--- src/rtl/aurora_frame_gen.sv ---
// rtl/aurora_frame_gen.sv - LFSR-patterned AXI4-Stream frame source for Aurora 64B/66B bring-up
// Frames of FRAME_LEN_BEATS beats separated by GAP_BEATS idle cycles; last-beat byte count rotates 32..1.
module aurora_frame_gen #(
  parameter int          FRAME_LEN_BEATS = 16,
  parameter int          GAP_BEATS       = 4,
  parameter logic [15:0] LFSR_SEED       = 16'hABCD
) (
  input  logic         USER_CLK,
  input  logic         RESET,
  input  logic         ENABLE,
  output logic [0:255] TX_TDATA,
  output logic         TX_TVALID,
  input  logic         TX_TREADY,
  output logic         TX_TLAST,
  output logic [31:0]  TX_TKEEP,
  output logic [31:0]  FRAMES_SENT,
  output logic         BUSY
);

  localparam logic [15:0] LAST_BEAT = 16'(FRAME_LEN_BEATS - 1);
  localparam logic [15:0] GAP_LAST  = 16'((GAP_BEATS > 0) ? GAP_BEATS - 1 : 0);
  localparam bit          ONE_BEAT  = (FRAME_LEN_BEATS == 1);
  localparam bit          HAS_GAP   = (GAP_BEATS > 0);

  typedef enum logic [1:0] {IDLE, SEND, GAP} state_t;

  state_t      state;
  logic [15:0] lfsr;
  logic [15:0] beat_cnt;
  logic [15:0] gap_cnt;
  logic [5:0]  last_bytes;
  logic [5:0]  lb_next;

  function automatic logic [15:0] lfsr_next(input logic [15:0] v);
    return {v[14:0], v[15] ^ v[4] ^ v[3] ^ v[2]};
  endfunction

  function automatic logic [31:0] keep_for(input logic [5:0] n);
    return ~(32'hFFFFFFFF >> n);
  endfunction

  // Keep value for the first beat of a frame: only a one-beat frame is also its last beat.
  function automatic logic [31:0] start_keep(input logic [5:0] n);
    return ONE_BEAT ? keep_for(n) : 32'hFFFFFFFF;
  endfunction

  assign lb_next  = (last_bytes == 6'd1) ? 6'd32 : last_bytes - 6'd1;
  assign TX_TDATA = {16{lfsr}};

  always_ff @(posedge USER_CLK) begin
    if (RESET) begin
      state       <= IDLE;
      lfsr        <= LFSR_SEED;
      beat_cnt    <= '0;
      gap_cnt     <= '0;
      last_bytes  <= 6'd32;
      TX_TVALID   <= 1'b0;
      TX_TLAST    <= 1'b0;
      TX_TKEEP    <= 32'hFFFFFFFF;
      FRAMES_SENT <= '0;
      BUSY        <= 1'b0;
    end else begin
      case (state)
        IDLE: begin
          if (ENABLE) begin
            state     <= SEND;
            TX_TVALID <= 1'b1;
            BUSY      <= 1'b1;
            TX_TLAST  <= ONE_BEAT;
            TX_TKEEP  <= start_keep(last_bytes);
          end
        end
        SEND: begin
          if (TX_TVALID && TX_TREADY) begin
            lfsr <= lfsr_next(lfsr);
            if (beat_cnt == LAST_BEAT) begin
              FRAMES_SENT <= FRAMES_SENT + 32'd1;
              beat_cnt    <= '0;
              last_bytes  <= lb_next;
              if (HAS_GAP) begin
                state     <= GAP;
                TX_TVALID <= 1'b0;
                TX_TLAST  <= 1'b0;
                TX_TKEEP  <= 32'hFFFFFFFF;
              end else if (ENABLE) begin
                TX_TLAST <= ONE_BEAT;
                TX_TKEEP <= start_keep(lb_next);
              end else begin
                state     <= IDLE;
                TX_TVALID <= 1'b0;
                BUSY      <= 1'b0;
                TX_TLAST  <= 1'b0;
                TX_TKEEP  <= 32'hFFFFFFFF;
              end
            end else begin
              beat_cnt <= beat_cnt + 16'd1;
              // Register TLAST/TKEEP one beat early so they present with the final beat.
              if (beat_cnt + 16'd1 == LAST_BEAT) begin
                TX_TLAST <= 1'b1;
                TX_TKEEP <= keep_for(last_bytes);
              end
            end
          end
        end
        GAP: begin
          if (gap_cnt == GAP_LAST) begin
            gap_cnt <= '0;
            if (ENABLE) begin
              state     <= SEND;
              TX_TVALID <= 1'b1;
              TX_TLAST  <= ONE_BEAT;
              TX_TKEEP  <= start_keep(last_bytes);
            end else begin
              state <= IDLE;
              BUSY  <= 1'b0;
            end
          end else begin
            gap_cnt <= gap_cnt + 16'd1;
          end
        end
        default: state <= IDLE;
      endcase
    end
  end

endmodule

--- config.mk ---
export PLATFORM = sky130hd
export DESIGN_NAME = aurora_frame_gen
export DESIGN_NICKNAME = d
export VERILOG_FILES = /design/src/rtl/aurora_frame_gen.sv
export SDC_FILE = /design/constraint.sdc
export NUM_CORES = 1
export LEC_CHECK = 0
export ABC_CLOCK_PERIOD_IN_PS = 2500
export CAP_MARGIN = 30
export CELL_PAD_IN_SITES_DETAIL_PLACEMENT = 2
export CELL_PAD_IN_SITES_GLOBAL_PLACEMENT = 2
export CORE_ASPECT_RATIO = 0.7
export CORE_MARGIN = 4
export CORE_UTILIZATION = 21
export CTS_BUF_LIST = sky130_fd_sc_hd__clkbuf_8
export CTS_CLUSTER_SIZE = 14
export DETAILED_ROUTE_END_ITERATION = 7
export PLACE_DENSITY = 0.85
export SETUP_SLACK_MARGIN = 0.2
export SLEW_MARGIN = 20
export SYNTH_ARGS = -nofsm -noshare
export SYNTH_HDL_FRONTEND = slang
export SYNTH_SLANG_ARGS = --single-unit
--- constraint.sdc ---
create_clock -name USER_CLK -period 2.5 [get_ports USER_CLK]
set_input_delay 0.75 -clock USER_CLK [delete_from_list [all_inputs] [get_ports USER_CLK]]
set_output_delay 0.75 -clock USER_CLK [all_outputs]
set_load 0.01 [all_outputs]
==> metrics list, run 1 <==
* Placeable core area: 35900 µm²
- MaxCap Viol Count: 0
- Per report_power, the clock group accounts for 42.0% of the total.
- The root buffer cell chosen for the clock tree is sky130_fd_sc_hd__clkbuf_8.
* Global-route wire length before repair: 49600 µm
* Post-Synthesis Mean Instance Area: 7.91 µm²
- Counting flops with a built-in enable in the synthesized netlist gives 0.
- Pin count of the biggest net entering global routing: 46
- Unique masters post-synth: 54
- Clock-pin slew was measured on the worst setup and hold paths at 0.08 ns.
- WL per Instance: 20.9 µm
- Setup violations remaining at the end of the flow were counted as 29.
* Parity-gate share of the synthesized area counting xor and xnor cells: 3.55%
- DIE AREA: 39600 µm²
- Yosys printed 0 warnings.
* Tmin final: 2.64 ns
- Counting the buffers created by CTS gives 17.
- The worst setup path is captured at a register.
- For the final database, setup skew stands at 0.0146 ns.
- Count of filler cells inserted in the layout: 4048
- Sequential cells burn 44.1% of the power.
- The count of final hold-check violations is 0.
* Initial Utilization: 21.3%
- Slew of the pin with the lowest slew margin: 1.07 ns
* Worst-case setup margin in the final layout: -0.143 ns
- Static power due to leakage: 0.00467 µW
- Data arrives at the worst endpoint at 3.02 ns.
* Synth Area in Compound Gates: 13.1%
- In the routed design, unresolved DRC markers number 0.
* Combined area of all synthesized cells: 7640 µm²
* Kind of critical path: reg -> reg
* Clock Latency Late Sink: 0.48 ns
* Internal portion of total power: 3290 µW
- RSZ-0062 raised after global routing: yes
- Switching portion of total power: 27.4%
- The number of antenna violations at the first check in global routing is 0.
* Status: finished, violations left
- Power per unit of standard cell area: 382 nW/µm²
- TritonCTS built the clock tree.
- The largest single stage delay on the critical path is 0.38 ns.
* I/O pin total: 327
- Walking the worst path, the cells encountered are buf_4 -> and4_4 -> buf_6 -> o311ai_4 -> a2bb2oi_2 -> a2111oi_4 -> buf_4 -> a31oi_4 -> buf_12 -> buf_12 -> buf_6 -> nor3_4 -> a21oi_2.
* Core Rows: 58
- Measured along the y axis, the die boundary spans 168 µm.
* Max Slew Vio Count: 0
* Slowest stage cell, crit path: sky130_fd_sc_hd__a2111oi_4
* Dominant combinational cell family by area after synthesis: buffers and inverters
- Hold slack final: 0.477 ns
- Relative to the synthesized area, the layout overhead comes to 55.1%.
- DPL Wire Length: 21200 µm
- Headroom to the max-slew limit came out at 28.4%.
- Global routing usage summed across all routing layers: 15.7%
- Counting every sink on the clock net gives 123.
- Synthesized instance count: 967
* Die X: 236 µm
- Total net switching power: 1240 µW
- Vias per cell: 4.58
- The share of the Yosys chip area taken by registers is 32.2%.
- Summing the areas of all and, or, nand and nor instances in the mapped netlist gives 21.7% of the synthesized area.
- In this run the worst path has a maximum fanout of 7.
- No sink is reached through more buffers than the 2 on the longest clock path.
- Dividing the final minimum period by the clock period gives 106%.
- Cell family with the largest share of critical-path delay: buffers and inverters
* DR vias: 7556
- Net Count, Synth: 980
- The H-tree was split into 4 levels.
- Share of synthesized area spent on multiplexers: 0.655%
- For this block, the routed nets add up to 34500 µm of wire.
- Across the VDD grid, the largest voltage drop is 0.000220 V.
* Number of antenna-violating nets in the routed design: 0
* Placer's final routability congestion estimate: 0.793
- Adder-cell share of the synthesized area: 1.47%
- Share of layout cells above drive strength 1: 26.6%
- Vias in the first global route: 8032
- Critical Path Source Type: register
- Counting both buffers and inverters, the worst setup path holds a total of 6.
* Pre-CTS worst setup slack: -0.498 ns
- Main flop type after synthesis: sky130_fd_sc_hd__dfxtp_1
* Total congestion overflow after global routing: 0
- Before antenna repair, the detailed router went through 4 iterations.
- Number of port buffers: 326
* Number of nets in the final layout: 1173
- ANT cells: 0
- Gate power share: 13.9%
- The final reports fail on setup timing.
* Class of the worst hold path: reg -> reg
- Count of routing violations after the opening detailed-route iteration: 406
- STA puts the critical path data required time at 2.88 ns.
- Synthesized flop and latch total: 123
- Final core occ: 33.0%
- Timing would allow up to 378 MHz.
- FFs w/ async S/R, synth: 0%
==> state kept, by name, summed over array words and instances (netlist names) <==
signal / flops
BUSY: 1
FRAMES_SENT: 32
TX_TKEEP: 32
TX_TLAST: 1
TX_TVALID: 1
beat_cnt: 16
gap_cnt: 16
last_bytes: 6
lfsr: 16
state: 2
==> per-layer routing <==
layer	routed length (µm)	track usage, %
met5	0	0
met4	559	4.16
met3	1900	3.89
met2	18100	28.9
met1	13900	18.2
==> final timing paths <==
kind	end	cells after the start	slack [ns]	start
worst min-delay path	TX_TKEEP[13]	1	0.48	TX_TKEEP[13]
worst max register to register	TX_TKEEP[29]	13	-0.14	beat_cnt[3]
worst min register to register	TX_TKEEP[13]	1	0.48	TX_TKEEP[13]
worst max-delay path	TX_TKEEP[29]	13	-0.14	beat_cnt[3]
==> cell usage in the layout (no fill, tap or decap), drive strengths merged, types with 21 or more instances in the layout <==
cell             n
buf            136
nand2           70
nor2           110
dfxtp          123
o21ai           35
dlygate4sd2    184
clkbuf          21
clkdlybuf4s50  129
nand3           22
nand4           21
a21oi           58
==> area by class of cell <==
class                      instances  area [µm²]  share of cell area, %
tap                              480         601                   5.07
inverter                          15        56.3                  0.475
sequential                       123        2530                   21.4
timing repair buffer             463        4450                   37.5
clock buffer                      19         262                   2.21
multi-input combinational        540        3820                   32.2
clock inverter                    11         131                   1.11
==> synth_stat cells (17+ instances only) <==
cell                         n  share of area, %
sky130_fd_sc_hd__dfxtp_1   123                32
sky130_fd_sc_hd__xor2_1     19               2.2
sky130_fd_sc_hd__nor2_1    110               5.4
sky130_fd_sc_hd__nor3_1     17               1.1
sky130_fd_sc_hd__or3_1      18               1.5
sky130_fd_sc_hd__nand3_1    22               1.4
sky130_fd_sc_hd__nand4_1    21               1.7
sky130_fd_sc_hd__nand2_1    70               3.4
sky130_fd_sc_hd__a21oi_1    58               3.8
sky130_fd_sc_hd__buf_4     241                24
sky130_fd_sc_hd__clkbuf_1   36               1.8
sky130_fd_sc_hd__o21ai_0    33               2.2
==> power groups by stage <==
stage | Combinational, µW | Clock, µW | Sequential (µW)
after global placement | 516 | 0 | 2060
after detailed placement | 533 | 0 | 2060
final | 631 | 1900 | 2000
after floorplan | 312 | 0 | 2070
after CTS | 583 | 1940 | 2000
after global routing | 667 | 2040 | 2000
==> logic make-up after synthesis <==
kind of cell               after synthesis
DFF                                    123
and+or+nand+nor                        334
AOI/OAI and AO/OA                      160
adders and majority gates                9
buffers and inverters                  305
muxes                                    5
xor gates and xnor gates                31
==> repair_timing <==
action,CTS,global route
endpoints found under the setup margin,325,120
pin swaps,33,47
buffers inserted,31,20
gates cloned,6,2
hold buffers,0,0
resized for setup,329,117
==> stage by stage <==
step / setup TNS [ns] / cells / area, µm² / power [µW]
after floorplan: 0 / 967 / 7690 / 2380
after global placement: -13.80 / 1562 / 10100 / 2570
after detailed placement: -22.92 / 1562 / 10100 / 2590
after CTS: 0 / 1629 / 11200 / 4520
after global routing: -4.83 / 1651 / 11900 / 4700
final: -1.75 / 1651 / 11900 / 4530
Note: power is estimated with default switching activity, not from simulation.
==> run 2, diff against run 1 <==
--- a/config.mk
+++ b/config.mk
@@ -6,7 +6,6 @@
 export NUM_CORES = 1
 export LEC_CHECK = 0
 export ABC_CLOCK_PERIOD_IN_PS = 2500
-export CAP_MARGIN = 30
 export CELL_PAD_IN_SITES_DETAIL_PLACEMENT = 2
 export CELL_PAD_IN_SITES_GLOBAL_PLACEMENT = 2
 export CORE_ASPECT_RATIO = 0.7
==> results of run 2 <==
The final DEF is identical to that of run 1; final timing and power are the same.
==> run 3, diff against run 2 <==
--- a/config.mk
+++ b/config.mk
@@ -5,16 +5,16 @@
 export SDC_FILE = /design/constraint.sdc
 export NUM_CORES = 1
 export LEC_CHECK = 0
-export ABC_CLOCK_PERIOD_IN_PS = 2500
+export ABC_CLOCK_PERIOD_IN_PS = 3100
 export CELL_PAD_IN_SITES_DETAIL_PLACEMENT = 2
 export CELL_PAD_IN_SITES_GLOBAL_PLACEMENT = 2
 export CORE_ASPECT_RATIO = 0.7
 export CORE_MARGIN = 4
-export CORE_UTILIZATION = 21
+export CORE_UTILIZATION = 26
 export CTS_BUF_LIST = sky130_fd_sc_hd__clkbuf_8
 export CTS_CLUSTER_SIZE = 14
 export DETAILED_ROUTE_END_ITERATION = 7
-export PLACE_DENSITY = 0.85
+export PLACE_DENSITY = 0.95
 export SETUP_SLACK_MARGIN = 0.2
 export SLEW_MARGIN = 20
 export SYNTH_ARGS = -nofsm -noshare
==> constraint.sdc (replaced) <==
create_clock -name USER_CLK -period 3.1 [get_ports USER_CLK]
set_input_delay 0.93 -clock USER_CLK [delete_from_list [all_inputs] [get_ports USER_CLK]]
set_output_delay 0.93 -clock USER_CLK [all_outputs]
set_load 0.01 [all_outputs]
==> run 3 against run 2 <==
Net effect:
- combinational power down 39%
- worst hold slack better by 0.0019 ns
- total power down 24%
- sequential power down 18%
- final area down 16%
- the run now ends clean
- first-iteration DRC count down 20%
- largest power group unchanged
==> metrics list, run 3 (synthesized netlist as in run 1, its figures left out) <==
* Status: complete, no violations
* Pre-Repair DR Iteration Count: 5 (+1)
* Number of clock sinks seen by CTS: 123 (unchanged)
* Final hold vios: 0 (unchanged)
- The total clock buffers created by CTS came to 17 (unchanged).
* Die X: 213 µm (-9.8%)
* I/O pin total: 327 (unchanged)
* Static power due to leakage: 0.00359 µW (-23%)
- The critical path in this run is classified as reg -> reg.
- The startpoint identified for the worst hold timing path is TX_TKEEP[4].
* Post-cts hold buffer count: 0 (unchanged)
* Vias per cell: 4.79 (+4.7%)
* Tmin final: 2.84 ns (+0.199 ns)
- WL per Instance: 19.5 µm (-6.7%)
- The startpoint identified for the worst register-to-register timing path is beat_cnt[0].
- The largest clock skew in the final design is 0.0158 ns (+0.00123 ns).
- Placer's final routability congestion estimate: 0.757 (-4.5%)
* Largest registers in the final layout: FRAMES_SENT (32), TX_TKEEP (32)
- Number of antenna-violating nets in the routed design: 0 (unchanged)
* Slowest Stage Delay on Critical Path: 0.43 ns (+0.05 ns)
* Worst R2R Path Depth: 10 (-3)
- ANT cells: 0 (unchanged)
* Critical Path Source Type: register
* Slew of the pin with the lowest slew margin: 0.838 ns (-0.236 ns)
* Chip Height: 151 µm (-9.6%)
- Number of endpoints failing setup at the final stage: 0 (-100%)
- The root buffer cell chosen for the clock tree is sky130_fd_sc_hd__clkbuf_8.
- The count of input and output buffers was 326 (unchanged).
- Reg-to-reg slack, setup: 0.26 ns (+0.40 ns)
* Chain of cells forming the critical path: ha_2 -> and4_2 -> and3_2 -> a311oi_1 -> a2111oi_2 -> buf_4 -> a31oi_4 -> buf_12 -> nor2_1 -> a211o_1
* DIE AREA: 32300 µm² (-18%)
- Highest-count cells in the layout ignoring fill and taps: 325 x sky130_fd_sc_hd__clkdlybuf4s50_1, 110 x sky130_fd_sc_hd__nor2_1, 106 x sky130_fd_sc_hd__dfxtp_1, 70 x sky130_fd_sc_hd__nand2_1, 58 x sky130_fd_sc_hd__a21oi_1
* Global routing usage summed across all routing layers: 16.3% (+0.64 points)
* Placeable core area: 29000 µm² (-19%)
- The worst setup path is captured at a register.
- Count of filler cells inserted in the layout: 3236 (-20%)
- Total congestion overflow after global routing: 0 (unchanged)
* DPL Wire Length: 20200 µm (-4.9%)
- Power per unit of standard cell area: 344 nW/µm² (-9.9%)
- Count of routing violations after the opening detailed-route iteration: 323 (-20%)
* DR vias: 6859 (-9.2%)
- Antenna violations before repair: 0 (unchanged)
- The initial core utilization was 26.4% (+5.1 points).
* Most frequent standard cell in the layout excluding fill and tap cells: sky130_fd_sc_hd__clkdlybuf4s50_1
- CP Data Required Time: 3.44 ns (+0.56 ns)
* Terminus of the critical flop-to-flop path: TX_TKEEP[14]
- Pin count of the biggest net entering global routing: 69 (+50%)
* Total Negative Setup Slacks: 0 ns (+1.75 ns)
- Clock-pin slew reported for the worst setup and hold paths after clock tree synthesis: 0.08 ns (about the same)
- The clock latency on the worst-skew pair was 0.46 ns (-0.02 ns).
- The critical path data arrival time came to 3.19 ns (+0.17 ns).
* Launch point of the critical path: beat_cnt[0]
* Rel. slew slack: 44.1% (+16 points)
- The path class of the tightest hold or removal check is reg -> reg.
- Max Slew Vio Count: 0 (unchanged)
- Setup repair after global routing left no endpoint under its margin.
- On the critical path, the stage with the largest delay is an instance of sky130_fd_sc_hd__a311oi_1.
- The count of nets after finishing is 1054 (-10%).
* Maximum number of buffers from clock root to sink: 2 (unchanged)
- The share of the clock period used by the worst path came to 91.7% (-14 points).
* Core Rows: 52 (-10%)
- The remaining routing DRC violations was 0 (unchanged).
- The power after layout was 3430 µW (-24%).
- MaxCap Viol Count: 0 (unchanged)
- Critical Path End: TX_TKEEP[14]
* Layout Area Growth over Synthesis: 30.3%
- The largest fanout of any net on the critical path was 56 (+49).
* Max frequency: 352 MHz (-7.0%)
- TritonCTS built the clock tree.
* Number of levels in the clock H-tree: 4 (unchanged)
* Vias in the first global route: 7054 (-12%)
- Share of layout cells above drive strength 1: 7.78% (-19 points)
- Largest voltage drop on the vdd net: 0.000241 V (+9.2%)
- Global-route wire length before repair: 42000 µm (-15%)
- Wirelength, routed: 27900 µm (-19%)
[run 3: cell types whose count changed in the layout (fill, tap and decap cells not counted), moves of 17 or more]
cell,change
sky130_fd_sc_hd__nor2_1,+17
sky130_fd_sc_hd__clkdlybuf4s50_1,+196
sky130_fd_sc_hd__dlygate4sd2_1,-184
sky130_fd_sc_hd__buf_4,-66
sky130_fd_sc_hd__buf_6,-38
[run 3: worst min path at each step]
stage,end,slack [ns],cells after the start
floorplan,gap_cnt[15],0.45,1
global placement,TX_TKEEP[13],0.45,1
detailed placement,TX_TKEEP[5],0.46,1
CTS,TX_TKEEP[5],0.48,1
global route,TX_TKEEP[5],0.50,1
finish,TX_TKEEP[4],0.48,1
[run 3: power by group]
group	internal [µW]	total [µW]	switching, µW
Sequential	1600	1640	38.0
Clock	734	1400	669
Combinational	202	387	186
[run 3: final cells by class]
cell class | instances | area, µm² | area share (%)
repair buffers | 345 | 3430 | 34.4
multi-input cells | 539 | 3150 | 31.6
flip-flops and latches | 123 | 2480 | 24.9
well taps | 378 | 473 | 4.75
clock buffers | 19 | 262 | 2.63
clock inverters | 13 | 111 | 1.12
inverters | 15 | 56.3 | 0.565
[run 3: metal layers]
layer	track usage (%)	vias to the layer above	routed length [µm]
li1	-	3213	-
met4	3.32	0	264
met3	4.59	16	1570
met5	0	-	0
met2	29.1	191	14300
met1	19.8	3439	11800
[run 3: timing repair]
action	4_1_cts	5_1_grt
setup buffers	0	0
pin swaps	0	1
endpoints found under the setup margin	45	141
resized for setup	8	19
[run 3: per-stage QoR]
| step | hold slack [ns] | std cells | worst slack [ns] | util [%] | instance area [µm²] |
|---|---|---|---|---|---|
| final | 0.479 | 1432 | 0.258 | 34.4 | 9960 |
| after detailed placement | 0.460 | 1400 | 0.0632 | 32.9 | 9530 |
| after global routing | 0.500 | 1432 | 0.170 | 34.4 | 9960 |
| after CTS | 0.477 | 1432 | 0.202 | 34.3 | 9920 |
| after floorplan | 0.452 | 967 | 0.568 | - | 7640 |
| after global placement | 0.447 | 1400 | 0.189 | 32.9 | 9530 |
[run 3: worst max-delay path, delay by kind of cell (launching register included)]
family | cells | cell delay (ns)
flip-flops | 1 | 0.36
AO/OA/AOI/OAI | 4 | 0.99
buffers and inverters | 2 | 0.44
adder cells (fa/ha/maj) | 1 | 0.23
AND/OR/NAND/NOR | 3 | 0.67
